$ cat src/rtl/pc_fetch_unit.sv
// Program counter, memory address register and RAM address select, plus the
// run/pause/step/halt sequencer that gates CPU progress at fetch boundaries.
module pc_fetch_unit #(
  parameter logic [7:0]  RESET_PC = 8'h00,
  parameter int unsigned CNT_W    = 16
) (
  input  logic             i_clk,
  input  logic             i_reset,
  input  logic             i_ctrlIncrPC,
  input  logic             i_ctrlLoadPC,
  input  logic             i_ctrlPCNOe,
  input  logic             i_ctrlRamAddressEn,
  input  logic             i_ctrlRamSelect,
  input  logic             i_ctrlHlt,
  input  logic             i_stepMode,
  input  logic             i_stepReq,
  input  logic [7:0]       i_bus,
  output logic [7:0]       o_bus,
  output logic             o_busDrive,
  output logic [7:0]       o_ramAddress,
  output logic [7:0]       o_pc,
  output logic             o_run,
  output logic             o_halted,
  output logic [CNT_W-1:0] o_fetchCount
);

  localparam int unsigned ADDR_W = 8;

  typedef enum logic [1:0] {
    S_RUN   = 2'd0,
    S_PAUSE = 2'd1,
    S_STEP  = 2'd2,
    S_HLT   = 2'd3
  } state_t;

  state_t             state;
  state_t             stateNext;
  logic [ADDR_W-1:0]  r_pc;
  logic [ADDR_W-1:0]  r_mar;
  logic [CNT_W-1:0]   r_fetchCount;
  logic               r_stepPrev;
  logic               r_run;
  logic               r_halted;

  logic [ADDR_W-1:0]  pcNext;
  logic [ADDR_W-1:0]  marNext;
  logic [CNT_W-1:0]   fetchCountNext;
  logic               active;
  logic               stepEdge;
  logic               doIncr;

  // Next-state, datapath updates and registered status decode.
  always_comb begin
    stateNext      = state;
    pcNext         = r_pc;
    marNext        = r_mar;
    fetchCountNext = r_fetchCount;
    active         = (state == S_RUN) || (state == S_STEP);
    stepEdge       = i_stepReq & ~r_stepPrev;
    doIncr         = active & i_ctrlIncrPC & ~i_ctrlLoadPC;

    if (active) begin
      if (i_ctrlLoadPC) begin
        pcNext = i_bus;
      end else if (i_ctrlIncrPC) begin
        pcNext = r_pc + ADDR_W'(1);
      end
      if (i_ctrlRamAddressEn) begin
        marNext = i_bus;
      end
    end

    // Fetch counter sticks at all-ones.
    if (doIncr && (r_fetchCount != {CNT_W{1'b1}})) begin
      fetchCountNext = r_fetchCount + CNT_W'(1);
    end

    case (state)
      S_RUN: begin
        if (i_ctrlHlt) begin
          stateNext = S_HLT;
        end else if (i_stepMode && i_ctrlIncrPC) begin
          stateNext = S_PAUSE;
        end
      end
      S_PAUSE: begin
        if (i_ctrlHlt) begin
          stateNext = S_HLT;
        end else if (!i_stepMode) begin
          stateNext = S_RUN;
        end else if (stepEdge) begin
          stateNext = S_STEP;
        end
      end
      S_STEP: begin
        if (i_ctrlHlt) begin
          stateNext = S_HLT;
        end else if (i_ctrlIncrPC) begin
          stateNext = S_PAUSE;
        end
      end
      default: begin
        stateNext = S_HLT;
      end
    endcase
  end

  always_ff @(posedge i_clk) begin
    if (i_reset) begin
      state        <= i_stepMode ? S_PAUSE : S_RUN;
      r_pc         <= RESET_PC;
      r_mar        <= '0;
      r_fetchCount <= '0;
      r_stepPrev   <= 1'b0;
      r_run        <= ~i_stepMode;
      r_halted     <= 1'b0;
    end else begin
      state        <= stateNext;
      r_pc         <= pcNext;
      r_mar        <= marNext;
      r_fetchCount <= fetchCountNext;
      r_stepPrev   <= i_stepReq;
      r_run        <= (stateNext == S_RUN) || (stateNext == S_STEP);
      r_halted     <= (stateNext == S_HLT);
    end
  end

  // Bus and RAM address paths are combinational off the registered PC/MAR.
  assign o_busDrive   = ~i_ctrlPCNOe;
  assign o_bus        = i_ctrlPCNOe ? '0 : r_pc;
  assign o_ramAddress = i_ctrlRamSelect ? r_mar : r_pc;
  assign o_pc         = r_pc;
  assign o_run        = r_run;
  assign o_halted     = r_halted;
  assign o_fetchCount = r_fetchCount;

endmodule
$ cat config.mk
export PLATFORM = sky130hd
export DESIGN_NAME = pc_fetch_unit
export DESIGN_NICKNAME = d
export VERILOG_FILES = /design/src/rtl/pc_fetch_unit.sv
export SDC_FILE = /design/constraint.sdc
export NUM_CORES = 1
export LEC_CHECK = 0
export ABC_AREA = 1
export CAP_MARGIN = 20
export CORE_ASPECT_RATIO = 0.9
export CORE_UTILIZATION = 48
export DETAILED_ROUTE_END_ITERATION = 8
export PLACE_DENSITY = 0.81
export SLEW_MARGIN = 20
export SYNTH_ARGS = -nofsm -noshare
export SYNTH_HDL_FRONTEND = slang
export SYNTH_SLANG_ARGS = --single-unit
$ cat constraint.sdc
create_clock -name i_clk -period 1.9 [get_ports i_clk]
set_input_delay 0.38 -clock i_clk [delete_from_list [all_inputs] [get_ports i_clk]]
set_output_delay 0.38 -clock i_clk [all_outputs]
set_load 0.01 [all_outputs]
### Yosys cells after proc, flatten, opt, wreduce, memory -nomap -nowiden

Cells that the tools add are included.

* register bits: 37
* input bits: 18
* word-level logic and storage cells: 45

* $add $sub $neg: 2
* eq/ne operators: 5
* multiplexer cells: 15
* bitwise gates (word level): 7
* reduce and logical (&&, ||, !) cells: 9

Operator list (count)
* $mux W8: 4
* $add A16 B1 Y16 const B: 1
* $mux W2: 8
* $ne A16 B16 Y1 const B: 1
* $add A8 B1 Y8 const B: 1
* $eq A2 B2 Y1 const B: 3
* $pmux W2 S3: 1
* $logic_not A2 Y1: 2
* $not A1 Y1: 4
* $reduce_and A2 Y1: 2
* $and A1 B1 Y1: 3
* $eq A2 B1 Y1 const B: 1
* $logic_and A1 B1 Y1: 2
* $logic_or A1 B1 Y1: 2
* $mux W1: 2
* $reduce_bool A2 Y1: 1

### Logic depth before layout (Yosys ltp)

Gate-level depths: netlist of run 1.

* word-level depth: 9
* gate-level depth with buffers: 10

### Worst setup path after synthesis of run 1

No wires, ideal clock.

* kind: flip-flop to flip-flop
* start: register r_fetchCount[0] (netlist: o_fetchCount[0])
* end: register r_fetchCount[14] (netlist: o_fetchCount[14])
* arrival: 1.353 ns
* data required time: 1.768 ns
* path slack: 0.415 ns
* cell stages (with the launch flop): 10
* path buffers: 1
* clock period less this slack: 1.485 ns
* path through: dfxtp_1 > ha_1 > nand3_2 > nor2_4 > nand2_2 > nand2_4 > inv_2 > buf_6 > nand2_1 > a21oi_2

* cells in the longest elaborated chain, start to end: 2
* elaborated cells on any way between the ends: 3

Ends and longest elaborated chain
* start, declared: RTL line 40 `logic [CNT_W-1:0] r_fetchCount;`
* start signal, assigned: RTL line 121 `r_fetchCount <= fetchCountNext;`
* branches (longest 2 deep; another with $add A16 B1 Y16)

Parallel ways; which one is timed is not known.
A chain may end at the register's enable or synchronous reset.

### Worst setup path in the final report of run 1

* start: input port i_ctrlRamSelect
* end: output port o_ramAddress[1]

* cells in the longest elaborated chain, start to end: 1

Ends and longest elaborated chain
* start, declared: RTL line 13 `input logic i_ctrlRamSelect,`
* $mux W8: RTL line 131 `assign o_ramAddress = i_ctrlRamSelect ? r_mar : r_pc;`
* end, declared: RTL line 20 `output logic [7:0] o_ramAddress,`

No other way between the ends.

==> impl_metrics.csv, run 1 <==
group,metric,value,unit
floorplan,rows,22,
logic_synthesis,synth_xor_area_share,2.90,%
setup_path,crit_path_max_fanout,8,
finish,layout_common_cells,"87 x nand2_1, 55 x nor2_1, 51 x clkdlybuf4s50_1, 37 x dfxtp_1, 34 x inv_1",
clock_network,h-tree-depth,2,
global_routing,grt_pass1_vias,1783,
floorplan,initial_core_util,50.9,%
floorplan,dieHeight,65.0,µm
detailed_routing,via_per_inst,4.89,
place,io_buffers,60,
logic_synthesis,synth_area_per_cell,6.45,µm²
detailed_routing,dr_wl_met3,264,µm
logic_synthesis,synthTopCellsByArea,"dfxtp_1 35%, nand2_1 15%, nor2_1 9.8%",
logic_synthesis,yosysWarnings,0,
finish,diodes,0,
timing,timing.fmax,546,MHz
finish,utilization,69.2,%
logic_synthesis,syn_area,2120,µm²
setup_path,crit_arrival,1.45,ns
floorplan,dieWidth,72.0,µm
finish,instances_no_fill,455,
power_and_ir_drop,power.density,620,nW/µm²
setup_path,r2r_slack,0.33,ns
timing,finalSetupViolations,0,
detailed_routing,dr.pass1.iters,4,
place,place.gp.congestion,0.864,
timing,finalHoldWorstSlack,0.485,ns
detailed_routing,wl,4990,µm
setup_path,worst_setup_path_start_kind,"input pin",
clock_network,cts.sink_count,37,
place,dp_hpwl,3860,µm
power_and_ir_drop,design_power_total,0.00178,W
logic_synthesis,postSynthCellCount,328,
place,dp_cells,447,
floorplan,num_io_pins,61,
global_routing,grt_remaining_overflow,0,
logic_synthesis,synth_seq_cells,37,
timing,maxSlewViolCount,0,
clock_network,cts_buffers,5,
detailed_routing,top_layer,"met4",
finish,drive_gt1_share,10.9,%
logic_synthesis,synth_top_family_by_area,"simple AND/OR/NAND/NOR gates",
setup_path,startpoint,"i_ctrlRamSelect",
detailed_routing,via_count,2226,
power_and_ir_drop,peakVddDrop,516,µV
setup_path,cpPeakStageDelay,0.42,ns
logic_synthesis,synth_top_area_share,35.0,%
setup_path,cp-end-kind,"primary output",
clock_network,clkTransAtPathRegs,0.07,ns
clock_network,clockBufferDepth,2,
clock_network,root_buffer,"clkbuf_8",
global_routing,grt_max_degree,20,
timing,slew_headroom,66.8,%
setup_path,cp_cell_sequence,"clkdlybuf4s50_1, buf_4, o21ai_0, dlygate4sd2_1",
run_status,outcome,"finished, final reports clean",
detailed_routing,drc_errors,0,
clock_network,insertion_delay,0.29,ns
timing,min_period,1.83,ns
global_routing,antenna_found_initial,0,
hold_path,hp-start,"r_mar[1]",
setup_path,rr_startpoint,"o_fetchCount[1]",
logic_synthesis,yosys.area.top_type,"dfxtp_1",
logic_synthesis,yosys-mux-area-fraction,0,%
setup_path,crit_type,"in2out",
detailed_routing,ant_nets,0,
timing,period_share,96.4,%
finish,fill_cells,369,
finish,nNetsFinal,414,
logic_synthesis,yosys.area_share.adder,1.18,%
logic_synthesis,ys_seq_area_share,35.0,%
flow_run,maxCapViolations,0,
hold_path,hold_path.class,"reg2reg",
global_routing,grt_pass1_wl,8070,µm
floorplan,core-area,4160,µm²
detailed_routing,drt-initial-drc-count,142,
finish,area_growth_syn_to_layout,35.9,%
detailed_routing,wl_per_cell,11.0,µm
clock_network,cts_tree,"done",
timing,final.setup.tns,0,ns
logic_synthesis,yosys.area_share.simple,35.3,%
timing,worst_pin_slew,0.497,ns
timing,finalHoldViolCount,0,
timing,skew,0.00893,ns
setup_path,worst_ep_required_time,1.52,ns
timing,grt_setup_unrepaired,"no",
logic_synthesis,synth-compound-area-share,15.7,%
power_and_ir_drop,p_leak,1.17,nW
detailed_routing,route.met2.wl,2170,µm
setup_path,cp_slowest_cell,"clkdlybuf4s50_1",
global_routing,track_usage,21.9,%
floorplan,die-area,4680,µm²
logic_synthesis,ys_types,31,
finish,layout_commonest_cell,"nand2_1",
detailed_routing,wl_met1,2510,µm
logic_synthesis,syn_nets,348,
[path summary, 6_finish.rpt]
kind                                   endpoint  depth (start not counted)
worst max-delay path            o_ramAddress[1]                          4
worst min register to register         r_mar[1]                          2
worst min-delay path                   r_mar[1]                          2
worst max register to register  o_fetchCount[9]                          8
[where the power goes]
part	switching (W)	internal (W)
clock	0.000287	0.000253
sequential	0.0000379	0.000824
combinational	0.000199	0.000183
[worst max-delay path, delay by kind of cell]
family                 cells  cell delay (ns)
buffers and inverters      3             0.90
AOI/OAI and AO/OA          1             0.18
[routing by layer]
layer / vias to the layer above / global-route usage, %
li1: 1173 / -
met1: 982 / 31.7
met2: 66 / 33.3
met3: 5 / 3.42
met4: 0 / 6.62
met5: - / 0
[Yosys cell counts]
master / count
buf_4: 1
nor2_2: 2
nor2_1: 55
a211oi_1: 1
o211ai_1: 1
o21ai_0: 30
o21bai_1: 1
o31ai_1: 1
ha_1: 2
nor3_4: 1
nand2_2: 1
or2_2: 3
inv_1: 34
a31oi_1: 2
dfxtp_1: 37
xor2_1: 5
inv_2: 5
nor2_4: 1
nand3_2: 1
nand2_1: 87
a21oi_2: 10
nand3_1: 14
buf_2: 4
clkbuf_1: 4
nor3_1: 4
xnor2_1: 2
nand4_1: 6
a21oi_1: 9
buf_6: 2
o22ai_1: 1
nand2_4: 1
[per-stage QoR]
stage	worst slack, ns	instance area, µm²
2_1_floorplan	0.415	2120
3_3_place_gp	-0.151	2800
3_5_place_dp	-0.229	2800
4_1_cts	0.0649	2880
5_1_grt	0.00951	2880
6_report	0.0683	2880
[logic make-up after synthesis]
group	after synthesis
and+or+nand+nor	176
adders and majority gates	2
buffers and inverters	50
AOI/OAI and AO/OA	56
xor gates and xnor gates	7
DFF	37
[layout make-up]
class / instances / area (µm²) / area share [%]
multi-input cells: 241 / 1160 / 40.5
flip-flops and latches: 37 / 741 / 25.7
repair buffers: 70 / 664 / 23.1
inverters: 39 / 146 / 5.09
well taps: 60 / 75.1 / 2.61
clock buffers: 5 / 68.8 / 2.39
clock inverters: 3 / 17.5 / 0.609
[repair_timing]
action	in CTS	in global routing
hold buffers	0	0
setup buffers	0	0
resized for setup	9	0
setup endpoints to repair	17	0
[flip-flops by register name, indices dropped and copies added (netlist names)]
signal	count
o_fetchCount	16
o_halted	1
o_pc	8
o_run	1
r_stepPrev	1
state	2
r_mar	8
Note: power is estimated with default switching activity, not from simulation.
==> run 2: changes to the inputs <==
CTS_CLUSTER_DIAMETER = 50   (was not set)
TNS_END_PERCENT = 30   (was not set)
==> results of run 2 <==
The final DEF is identical to that of run 1; final timing and power are the same.
